===== src/rtl/controle_partida_pkg.sv =====
// Shared definitions for the multi-player match controller: state codes,
// error-counter width and the player-index width derivation.
package controle_partida_pkg;

  localparam int ERR_W = 4;

  typedef enum logic [3:0] {
    INICIAL     = 4'h0,
    INICIA      = 4'h1,
    ESPERA      = 4'h2,
    REGISTRA    = 4'h3,
    COMPARA     = 4'h4,
    PAUSA       = 4'h5,
    GERA        = 4'h6,
    PROX        = 4'h7,
    FIM_JOGADA  = 4'h9,
    CONTA_PONTO = 4'hA,
    ELIMINA     = 4'hB,
    DECRESCE    = 4'hE,
    FIM         = 4'hF
  } estado_t;

  // Shown on the hex display when the state register holds an unused code.
  localparam logic [3:0] COD_INVALIDO = 4'hD;

  // A single player still needs a 1-bit index.
  function automatic int larguraJogador(input int n);
    return (n <= 2) ? 1 : $clog2(n);
  endfunction

endpackage


===== src/rtl/controle_partida_multi_seletor.sv =====
// Round-robin search for the next player still in the match, starting one
// past the current index and wrapping; keeps the current index if none found.
module seletor_proximo_jogador
  import controle_partida_pkg::*;
#(
  parameter int N_JOG = 2,
  parameter int JW    = larguraJogador(N_JOG)
) (
  input  logic [JW-1:0]    atual,
  input  logic [N_JOG-1:0] elim,
  output logic [JW-1:0]    proximo,
  output logic             todosElim
);

  localparam logic [JW:0] N_LIM = (JW + 1)'(N_JOG);

  // rot[k] is the elimination flag of player (atual + k) mod N_JOG.
  logic [N_JOG-1:0] rot;
  logic [JW:0]      soma;
  logic             achou;

  assign rot       = N_JOG'({elim, elim} >> atual);
  assign todosElim = &rot;

  always_comb begin
    proximo = atual;
    achou   = 1'b0;
    soma    = '0;
    for (int k = 1; k < N_JOG; k++) begin
      if (!achou && !rot[k]) begin
        soma = {1'b0, atual} + (JW + 1)'(k);
        if (soma >= N_LIM) begin
          soma = soma - N_LIM;
        end
        proximo = soma[JW-1:0];
        achou   = 1'b1;
      end
    end
  end

endmodule


===== src/rtl/controle_partida_multi.sv =====
// Moore control unit for a multi-player timed chess-puzzle match.
// Optional build macro PAUSA_EN lets ESPERA enter PAUSA while pausar is high.
module controle_partida_multi
  import controle_partida_pkg::*;
#(
  parameter int N_JOG       = 2,
  parameter int PW          = 6,
  parameter int PONTOS_META = 10,
  parameter int MAX_ERROS   = 3,
  localparam int JW         = larguraJogador(N_JOG)
) (
  input  logic          clock,
  input  logic          reset,
  input  logic          iniciar,
  input  logic          fimT,
  input  logic          acertou,
  input  logic          temJogada,
  input  logic          terminar,
  input  logic          pausar,
  output logic          registraR,
  output logic          zeraT,
  output logic          zeraR,
  output logic          zeraP,
  output logic          contaP,
  output logic          contaT,
  output logic          decresceT,
  output logic          geraNova,
  output logic [JW-1:0] jogador,
  output logic [PW-1:0] pontos_atual,
  output logic [JW-1:0] vencedor,
  output logic          fim_partida,
  output logic [3:0]    db_estado
);

  estado_t estadoAtual;
  estado_t proximoEstado;

  logic [PW-1:0]    pontos [N_JOG];
  logic [ERR_W-1:0] erros  [N_JOG];
  logic [N_JOG-1:0] elim;
  logic [N_JOG-1:0] mascaraAtual;
  logic [N_JOG-1:0] elimEfetivo;
  logic [JW-1:0]    proximoJogador;
  logic             todosElim;
  logic             metaAtingida;
  logic             limiteErros;
  logic [JW-1:0]    melhor;

  // Per-player score, error count and elimination flag.
  genvar gi;
  generate
    for (gi = 0; gi < N_JOG; gi++) begin : gJogador
      logic [PW-1:0]    pontosReg;
      logic [ERR_W-1:0] errosReg;
      logic             elimReg;
      logic             ativo;

      assign ativo = (jogador == JW'(gi));

      always_ff @(posedge clock) begin
        if (reset || estadoAtual == INICIA) begin
          pontosReg <= '0;
          errosReg  <= '0;
          elimReg   <= 1'b0;
        end else if (ativo) begin
          if (estadoAtual == CONTA_PONTO) pontosReg <= pontosReg + PW'(1);
          if (estadoAtual == DECRESCE)    errosReg  <= errosReg + ERR_W'(1);
          if (estadoAtual == ELIMINA)     elimReg   <= 1'b1;
        end
      end

      assign pontos[gi] = pontosReg;
      assign erros[gi]  = errosReg;
      assign elim[gi]   = elimReg;
    end
  endgenerate

  // In ELIMINA the current player's flag is not yet stored, so fold it in
  // before asking whether anybody is left.
  assign mascaraAtual = N_JOG'(1) << jogador;
  assign elimEfetivo  = elim | ((estadoAtual == ELIMINA) ? mascaraAtual : '0);

  seletor_proximo_jogador #(
    .N_JOG (N_JOG),
    .JW    (JW)
  ) uSeletor (
    .atual     (jogador),
    .elim      (elimEfetivo),
    .proximo   (proximoJogador),
    .todosElim (todosElim)
  );

  assign pontos_atual = pontos[jogador];
  assign metaAtingida = (pontos[jogador] + PW'(1)) == PW'(PONTOS_META);
  assign limiteErros  = (erros[jogador] + ERR_W'(1)) == ERR_W'(MAX_ERROS);

  always_ff @(posedge clock) begin
    if (reset) begin
      estadoAtual <= INICIAL;
      jogador     <= '0;
    end else begin
      estadoAtual <= proximoEstado;
      if (estadoAtual == INICIA) begin
        jogador <= '0;
      end else if (estadoAtual == PROX) begin
        jogador <= proximoJogador;
      end
    end
  end

  always_comb begin
    proximoEstado = estadoAtual;
    case (estadoAtual)
      INICIAL:     if (iniciar) proximoEstado = INICIA;
      INICIA:      proximoEstado = ESPERA;
      ESPERA: begin
        if (fimT) begin
          proximoEstado = FIM;
`ifdef PAUSA_EN
        end else if (pausar) begin
          proximoEstado = PAUSA;
`endif
        end else if (temJogada) begin
          proximoEstado = REGISTRA;
        end
      end
      PAUSA:       if (!pausar) proximoEstado = ESPERA;
      REGISTRA:    proximoEstado = COMPARA;
      COMPARA:     proximoEstado = acertou ? CONTA_PONTO : DECRESCE;
      CONTA_PONTO: proximoEstado = metaAtingida ? FIM : GERA;
      GERA:        proximoEstado = FIM_JOGADA;
      DECRESCE:    proximoEstado = limiteErros ? ELIMINA : FIM_JOGADA;
      ELIMINA:     proximoEstado = todosElim ? FIM : FIM_JOGADA;
      FIM_JOGADA:  proximoEstado = PROX;
      PROX:        proximoEstado = ESPERA;
      FIM:         if (terminar) proximoEstado = INICIAL;
      default:     proximoEstado = INICIAL;
    endcase
  end

  assign registraR   = (estadoAtual == REGISTRA);
  assign zeraT       = (estadoAtual == INICIA);
  assign zeraP       = (estadoAtual == INICIA);
  assign zeraR       = (estadoAtual == FIM_JOGADA);
  assign contaP      = (estadoAtual == CONTA_PONTO);
  assign decresceT   = (estadoAtual == DECRESCE);
  assign geraNova    = (estadoAtual == GERA) || (estadoAtual == INICIA);
  assign fim_partida = (estadoAtual == FIM);

  always_comb begin
    contaT = 1'b0;
    case (estadoAtual)
      ESPERA, REGISTRA, COMPARA, CONTA_PONTO, GERA,
      DECRESCE, ELIMINA, FIM_JOGADA, PROX: contaT = 1'b1;
      default:                             contaT = 1'b0;
    endcase
  end

  always_comb begin
    db_estado = COD_INVALIDO;
    case (estadoAtual)
      INICIAL, INICIA, ESPERA, REGISTRA, COMPARA, PAUSA, GERA, PROX,
      FIM_JOGADA, CONTA_PONTO, ELIMINA, DECRESCE, FIM: db_estado = estadoAtual;
      default:                                         db_estado = COD_INVALIDO;
    endcase
  end

  // Strictly-greater comparison keeps ties on the lowest index.
  always_comb begin
    melhor = '0;
    for (int i = 1; i < N_JOG; i++) begin
      if (pontos[i] > pontos[melhor]) melhor = JW'(i);
    end
  end

  assign vencedor = fim_partida ? melhor : '0;

endmodule


===== config.mk =====
export PLATFORM = sky130hd
export DESIGN_NAME = controle_partida_multi
export DESIGN_NICKNAME = d
export VERILOG_FILES = /design/src/rtl/controle_partida_pkg.sv /design/src/rtl/controle_partida_multi_seletor.sv /design/src/rtl/controle_partida_multi.sv
export SDC_FILE = /design/constraint.sdc
export NUM_CORES = 1
export LEC_CHECK = 0
export ABC_AREA = 1
export BUFFER_PORTS_ARGS = -buffer_cell sky130_fd_sc_hd__buf_2
export CAP_MARGIN = 30
export CORE_MARGIN = 5
export CORE_UTILIZATION = 45
export DETAILED_ROUTE_END_ITERATION = 10
export HOLD_SLACK_MARGIN = 0.08
export PLACE_DENSITY = 0.69
export REMOVE_ABC_BUFFERS = 1
export SYNTH_ARGS = -nofsm -noshare
export SYNTH_HDL_FRONTEND = slang
export SYNTH_SLANG_ARGS = --single-unit

===== constraint.sdc =====
create_clock -name clock -period 2.25 [get_ports clock]
set_input_delay 0.225 -clock clock [delete_from_list [all_inputs] [get_ports clock]]
set_output_delay 0.225 -clock clock [all_outputs]
set_load 0.05 [all_outputs]

; Word-level counts from Yosys, hierarchy flattened
; Memory sizes are Yosys's and may differ from the RTL's. A register that Yosys moved wholly into a read port is not among the register bits.
; Index checks and enable logic that the tools add are counted.
[totals]
register_bits = 27
romBits = 16
inputBits = 8
output_inout_bits = 21
word_cells = 82
mem_count = 1
[memory_table]
columns = name, words, width, read_ports, rd_clocked_by_memory_dff, wr, line
row1 = (no name shown), 16, 1, 1, 1, 0, controle_partida_multi.sv:152  ; case (estadoAtual)
[classes]
n_addsub = 8
magnitude_cmp = 3
eq_ne = 18
shift = 2
mux = 23
bitwise = 4
reduce_logical = 15
[op_table]
columns = op, count
row1 = two-way mux 4 bit, 12
row2 = case mux 4 bit (12 select lines), 1
row3 = equality test 4 bit (second input constant), 5
row4 = adder 6 x 1 -> 6 bit (second input constant), 3
row5 = two-way mux 6 bit, 3
row6 = equality test 4 x 3 -> 1 bit (second input constant), 4
row7 = AND reduction 2 bit, 8
row8 = OR reduction 13 bit, 1
row9 = adder 4 x 1 -> 4 bit (second input constant), 3
row10 = equality test 4 x 2 -> 1 bit (second input constant), 3
row11 = equality test 6 x 4 -> 1 bit (second input constant), 1
row12 = greater-than comparator 6 bit, 1
row13 = two-way mux 3 bit, 2
row14 = inequality test 2 bit (second input constant), 3
row15 = equality test 4 x 1 -> 1 bit (second input constant), 1
row16 = greater-or-equal comparator 2 bit (second input constant), 2
row17 = zero test 4 bit, 1
row18 = two-way mux 2 bit, 2
row19 = AND reduction 4 bit, 1
row20 = OR reduction 2 bit, 2
row21 = >> shifter 4 x 1 -> 2 bit, 1
row22 = two-way mux 1 bit, 3
row23 = inequality test 3 bit (second input constant), 1
row24 = adder 1 x 1 -> 2 bit (second input constant), 1
row25 = 6 further kinds, 8

; Depth between registers and ports, before layout
; Gate-level depths: netlist of run 1.
[depth]
word_depth = 10
depth_mapped = 13
ltp_nobuf = 12

; Hierarchy
; Synthesis of run 1 repeated with hierarchy kept, for this count alone.
[unflattened]
cells_unflattened = 282
area_unflattened_um2 = 1793.0
[by_module_without_submodules]
columns = mod, n_inst, cells_per_inst, area_each_um2, seq_area_each_um2
row1 = controle_partida_multi, 1, 278, 1776.7, 560.5
row2 = seletor_proximo_jogador, 1, 4, 16.3, 0.0

; Worst setup path before layout of run 1
; OpenSTA, ideal clock, no wires.
[synth_timing]
path_kind = register to register
from = register jogador
to = register contaT (netlist name)
setup_ps = 58
arrival_ps = 2528
required_time_ps = 2192
slack_ps = -336
stages_incl_launch_ff = 11
path_buffers = 1
synth_period_minus_slack_ps = 2586
path_cell_list = dfxtp_1 buf_2 o21ai_0 nor2_1 nand2_1 nand4_2 nand2_2 nand3_1 nand2_1 nand2_1 nand2_1
[synth_via]
elab_chain_cells = 10
elab_cells_between_ends = 22
classes_between = 2 x add/sub / 2 x eq/ne / 2 x shift / 13 x mux / 2 x bitwise / 1 x reduce/logical
[synth_lines]
columns = item, line
row1 = start: declaration, controle_partida_multi.sv:28  ; output logic [JW-1:0] jogador,
row2 = start signal: assignment, controle_partida_multi.sv:106  ; jogador <= proximoJogador;
row3 = NOT 1 -> 2 bit, -
row4 = two-way mux 6 bit (3 in series), -
row5 = net pontos_atual[4], controle_partida_multi.sv:29  ; output logic [PW-1:0] pontos_atual,
row6 = adder 6 x 1 -> 6 bit, controle_partida_multi.sv:94  ; assign metaAtingida = (pontos[jogador] + PW'(1)) == PW'(PONTOS_META);
row7 = equality test 6 x 4 -> 1 bit, controle_partida_multi.sv:94
row8 = two-way mux 4 bit, controle_partida_multi.sv:130  ; CONTA_PONTO: proximoEstado = metaAtingida ? FIM : GERA;
row9 = case mux 4 bit (12 select lines), controle_partida_multi.sv:113  ; case (estadoAtual)
row10 = two-way mux 4 bit (no source line) (2 in series), -
; The timed path passes the listed nets, and every way through them passes these cells. The select of a mux whose other input is x is not followed.
; A chain may end at the register's enable or synchronous reset.

; Worst setup path after layout of run 1
[layout_timing]
from = register gJogador[0].pontosReg[3]
to = output vencedor
[layout_via]
elab_chain_cells = 3
[layout_lines]
columns = item, line
row1 = start: declaration, controle_partida_multi.sv:53  ; logic [PW-1:0] pontosReg;
row2 = start signal: assignment, controle_partida_multi.sv:66  ; if (estadoAtual == CONTA_PONTO) pontosReg <= pontosReg + PW'(1);
row3 = greater-than comparator 6 bit, controle_partida_multi.sv:172  ; if (pontos[i] > pontos[melhor]) melhor = JW'(i);
row4 = two-way mux 1 bit, controle_partida_multi.sv:172
row5 = two-way mux 1 bit, controle_partida_multi.sv:176  ; assign vencedor = fim_partida ? melhor : '0;
row6 = end: declaration, controle_partida_multi.sv:30  ; output logic [JW-1:0] vencedor,
; No other way between the ends.

==> results_dict.tcl, run 1 <==
set metrics [dict create \
    antenna_found_initial 0 \
    timing.fmax_ghz 0.4921 \
    grt_max_degree 16 \
    crit_required_ns 2.03 \
    worst_slew_pin_slew_ns 0.3378 \
    powerDensity_nw_per_um2 837.4 \
    grt_pass1_vias 1696 \
    synth-warning-count 0 \
    grt_util_all_layers 0.1745 \
    postCtsSetupBuffers 0 \
    rr_startpoint "jogador" \
    outcome "completed" \
    final_core_util 0.5249 \
    finalMaxSlewViolations 0 \
    clockBufferDepth 2 \
    synth_area_sq_um 1863 \
    hold_buffers 0 \
    cts_max_level 1 \
    clkLatencyLatePin_ns 0.29 \
    path_max_fanout 5 \
    fillers 409 \
    fin_ws_ns 0.2178 \
    cts_inserted_buffers 3 \
    cts_resized 0 \
    vdd_drop_max_v 0.0008987 \
    stdcell_count 363 \
    dr.pass1.iters 4 \
    drive_gt1_frac 0.1885 \
    fp.dieW_um 74.35 \
    ys_types 31 \
    p_total_mw 1.758 \
    slew_headroom 0.7745 \
    start_kind "register" \
    crit_type "register to primary output" \
    min_period_ns 2.032 \
    fin_crit_sh 0.9032 \
    grt_pass1_wl_um 7493 \
    antenna_left 0 \
    drc_errors 0 \
    core_sq_um 4000 \
    startpoint "gJogador[0].pontosReg[3]" \
    synthCells 285 \
    grt_setup_unrepaired "no" \
    vias 1800 \
    syn_avg_cell_area_sq_um 6.537 \
    die_y_um 74.35 \
    drt_wl_total_um 4345 \
    finalSetupViolCount 0 \
    pwr-share-comb 0.479 \
    die_area_sq_um 5527 \
    synth_top_area_share 0.3009 \
    post-place-cells 359 \
    seq_area_frac_synth 0.3009 \
    hp-class "input pin to register" \
    n_antenna_cell 0 \
    arrival_ns 1.81 \
    ios 29 \
    p_leak_nw 1.093 \
    clkPwrFrac 0.189 \
    gp_congestion 0.9003 \
    row_count 23 \
    start_util 0.4657 \
    gr-total-overflow 0 \
    clkTransAtPathRegs_ns 0.11 \
    tritoncts "done" \
    dp_hpwl_um 3410 \
    worstHoldStart "reset" \
    drv_cap 0 \
    internal_power_mw 0.8981 \
    skew_ns 0.006194 \
    swShare 0.4892 \
    switchingPower_mw 0.8600 \
    seq_power_share 0.332 \
    vias_per_cell 4.959 \
    dr.first_iter.drc_count 126 \
    ys_ff_latch 28 \
    hold_viol_final 0 \
    end_kind "primary output" \
    nets 332 \
    cts_root_buf "clkbuf_8" \
    netlist.top_cell.by_area "dfxtp_1" \
    cts.sinks 28 \
    yosys-top-cells-area "dfxtp_1 (30%), nand2_1 (15%), inv_1 (8.3%), ha_1 (6.7%), nor2_1 (6.4%)" \
    wl_per_cell_um 11.97 \
    io_buffers 28 \
    area_delta_synth_final_pct 12.69 \
    pre_cts_slack_ns 0.5654 \
]
## worst max-delay path, stage by stage (launching register included)
cell and delay, ns:
dfxtp_1 0.44, inv_1 0.10, ha_1 0.30, nand4_1 0.12, o21bai_1 0.17, a31oi_1 0.12, buf_2 0.28
## flip-flops by register name, summed over array words and instances, names as in the netlist
signal / flops
contaT: 1
estadoAtual: 4
gJogador.elimReg: 2
gJogador.errosReg: 8
gJogador.pontosReg: 12
jogador: 1
## cell usage after synthesis, drive strengths merged
cell / count
nor3: 7
a31oi: 1
a21oi: 19
o21ai: 19
o31ai: 1
clkbuf: 1
o21a: 2
nand4: 7
xor2: 2
inv: 45
nand3: 13
nand2: 77
o21bai: 1
nor4: 2
buf: 6
clkinv: 1
dfxtp: 28
ha: 10
nor2: 42
nor3b: 1
## final timing paths
kind	endpoint	slack, ns	cells past startpoint
setup / recovery	vencedor	0.22	6
hold reg to reg	gJogador[1].errosReg[0]	0.49	2
setup reg to reg	contaT	0.58	12
hold / removal	estadoAtual[0]	0.15	2
## cell families (layout without fill, tap and decap cells)
kind of cell / Yosys count / after routing / synth area share
flip-flops: 28 / 28 / 0.3009
adder cells (fa/ha/maj): 10 / 10 / 0.06716
AND/OR/NAND/NOR: 149 / 149 / 0.3801
AO/OA/AOI/OAI: 43 / 43 / 0.1256
XOR/XNOR: 2 / 2 / 0.009404
buffers and inverters: 53 / 81 / 0.1169
## power groups by stage
stage	Clock (mW)	Combinational (mW)	Sequential [mW]
after global routing	0.350	0.937	0.588
after CTS	0.339	0.844	0.583
after floorplan	0	0.609	0.630
after global placement	0	0.837	0.595
after detailed placement	0	0.840	0.593
final	0.333	0.842	0.584
## cell type report
cell class	instances	area (sq um)	share of cell area
Timing Repair Buffer	31	162.7	0.07747
Multi-Input combinational cell	204	1085	0.5167
Inverter	46	173.9	0.08284
Clock buffer	4	55.05	0.02622
Sequential cell	28	560.5	0.2670
Tap cell	50	62.56	0.02980
## cell usage in the layout (no fill, tap or decap), types with 4 or more instances in the layout
| cell | count |
|---|---|
| inv_2 | 4 |
| nor2_2 | 5 |
| ha_1 | 10 |
| nand3_1 | 13 |
| dfxtp_1 | 28 |
| nor3_1 | 7 |
| nand2_1 | 72 |
| nor2_1 | 32 |
| buf_2 | 28 |
| inv_1 | 41 |
| a21oi_1 | 17 |
| clkbuf_8 | 4 |
| nor2_4 | 4 |
| nand2_2 | 4 |
| o21ai_0 | 16 |
| nand4_1 | 6 |
## routing by layer
metal / wire length (um) / track usage
met5: 0 / 0
met4: 80 / 0.07905
met3: 175 / 0.02838
met2: 1962 / 0.2776
met1: 2126 / 0.2322
## stage by stage
step | hold slack, ns | TNS [ns] | cell area, sq um
after floorplan | 0.2974 | -1.040 | 1819
after global placement | 0.4533 | 0 | 2044
after detailed placement | 0.4627 | 0 | 2044
after CTS | 0.1551 | 0 | 2100
after global routing | 0.1543 | 0 | 2100
final | 0.1471 | 0 | 2100
(Power assumes the default switching activity.)
==> run 2: changes to the inputs <==
Settings changed: MAX_ROUTING_LAYER set to met4.
==> results_dict.tcl, run 2 (same netlist as run 1, synthesis figures left out) <==
set metrics [dict create \
    dp_hpwl_um 3343 \
    cts_inserted_buffers 3 \
    clkLatencyLatePin_ns 0.28 \
    wl_per_cell_um 11.43 \
    grt_util_all_layers 0.1697 \
    start_kind "register" \
    pwr-share-comb 0.456 \
    cts.sinks 28 \
    vias_per_cell 4.939 \
    placed_area_sq_um 2044 \
    start_util 0.4657 \
    gp_congestion 0.8753 \
    hold_buffers 0 \
    vdd_drop_max_v 0.0008817 \
    worst_path_largest_cell_delay_ns 0.44 \
    switchingPower_mw 0.8481 \
    p_leak_nw 1.100 \
    internal_power_mw 0.9794 \
    min_period_ns 2.015 \
    grt_setup_unrepaired "no" \
    worst_slew_pin_slew_ns 0.3692 \
    register_area_sq_um 560.5 \
    path_max_fanout 5 \
    tns_ns 0 \
    n_antenna_cell 0 \
    grt_max_degree 17 \
    multi_input_area_sq_um 1085 \
    clockBufferDepth 2 \
    cts_max_level 1 \
    finalSetupViolCount 0 \
    vias 1793 \
    drt_wl_total_um 4150 \
    fin_crit_sh 0.8958 \
    cts_resized 0 \
    arrival_ns 1.79 \
    outcome "completed" \
    end_kind "primary output" \
    timing.hold.ws_ns 0.1483 \
    slew_headroom 0.7535 \
    final_core_util 0.5289 \
    crit_type "register to primary output" \
    powerDensity_nw_per_um2 863.7 \
    skew_ns 0.004477 \
    hold_viol_final 0 \
    ios 29 \
    dr.first_iter.drc_count 87 \
    final_common_cell "nand2_1" \
    grt_pass1_wl_um 7113 \
    top_regs "gJogador.pontosReg: 12 flops, gJogador.errosReg: 8 flops, estadoAtual: 4 flops" \
    row_count 23 \
    die_area_sq_um 5527 \
    clkPwrFrac 0.225 \
    dr.pass1.iters 4 \
    timing.fmax_ghz 0.4962 \
    drv_cap 0 \
    largest_register "gJogador.pontosReg" \
    swShare 0.4641 \
    die_y_um 74.35 \
    finalMaxSlewViolations 0 \
    fin_ws_ns 0.2345 \
    largest_reg_flops 12 \
    fillers 404 \
    nets 332 \
    drive_gt1_frac 0.1885 \
    drc_errors 0 \
    design_area_sq_um 2116 \
    postCtsSetupBuffers 0 \
    cts_root_buf "clkbuf_8" \
    grt_pass1_vias 1618 \
    pre_cts_slack_ns 0.5649 \
    tritoncts "done" \
    area_delta_synth_final_pct 13.57 \
    antenna_found_initial 0 \
    slowest_stage "dfxtp_1" \
    layout_common_cells "nand2_1 (72), inv_1 (41), nor2_1 (32), dfxtp_1 (28), buf_2 (28)" \
    gr-total-overflow 0 \
    crit_required_ns 2.03 \
    antenna_left 0 \
    path_cells "inv_1 -> ha_1 -> nand4_1 -> o21bai_1 -> a31oi_1 -> buf_2" \
    io_buffers 28 \
    seq_power_share 0.320 \
    fp.dieW_um 74.35 \
    clkTransAtPathRegs_ns 0.10 \
    hp-class "input pin to register" \
    core_sq_um 4000 \
]
-- run 2: changes by cell type in the layout (fill, tap and decap cells not counted), sizes merged --
cell    delta
clkbuf     -1
bufinv     +1
-- run 2: cell type report --
class | count | share of cell area
Multi-Input combinational cell | 204 | 0.5127
Sequential cell | 28 | 0.2649
Inverter | 46 | 0.08220
Timing Repair Buffer | 31 | 0.07688
Tap cell | 50 | 0.02957
Clock buffer | 3 | 0.01952
Clock inverter | 1 | 0.01419
-- run 2: worst paths after layout --
path,startpoint,to,slack (ns),cells past startpoint
min,reset,estadoAtual[0],0.15,2
max,gJogador[0].pontosReg[3],vencedor,0.23,6
max reg2reg,estadoAtual[3],gJogador[0].pontosReg[3],0.56,6
min reg2reg,gJogador[0].elimReg,gJogador[0].elimReg,0.48,1
-- run 2: metrics by stage --
stage / power (mW) / cells
2_1_floorplan: 1.239 / 278
3_5_place_dp: 1.429 / 359
5_1_grt: 1.953 / 363
4_1_cts: 1.837 / 363
3_3_place_gp: 1.428 / 359
6_report: 1.827 / 363
-- run 2: power groups by stage --
stage | logic (mW) | registers [mW] | clock network, mW
6_report | 0.833 | 0.584 | 0.410
4_1_cts | 0.837 | 0.584 | 0.417
2_1_floorplan | 0.609 | 0.630 | 0
5_1_grt | 0.929 | 0.591 | 0.434
3_3_place_gp | 0.834 | 0.594 | 0
3_5_place_dp | 0.834 | 0.595 | 0
-- run 2: per-layer routing --
layer  wire [um]  up-vias  share of wire  global-route usage
met4          58        0          0.014             0.05336
li1            -      960              -                   -
met3         157        5          0.038             0.02297
met5           0        -              0                   -
met2        1896       33           0.46              0.2687
met1        2038      795           0.49              0.2244
-- run 2: critical path, delay by kind of cell (launching register included) --
kind                       cells  cell delay, ns
adders and majority gates      1            0.30
buffers and inverters          2            0.37
DFF                            1            0.44
AOI/OAI and AO/OA              2            0.30
and+or+nand+nor                1            0.11
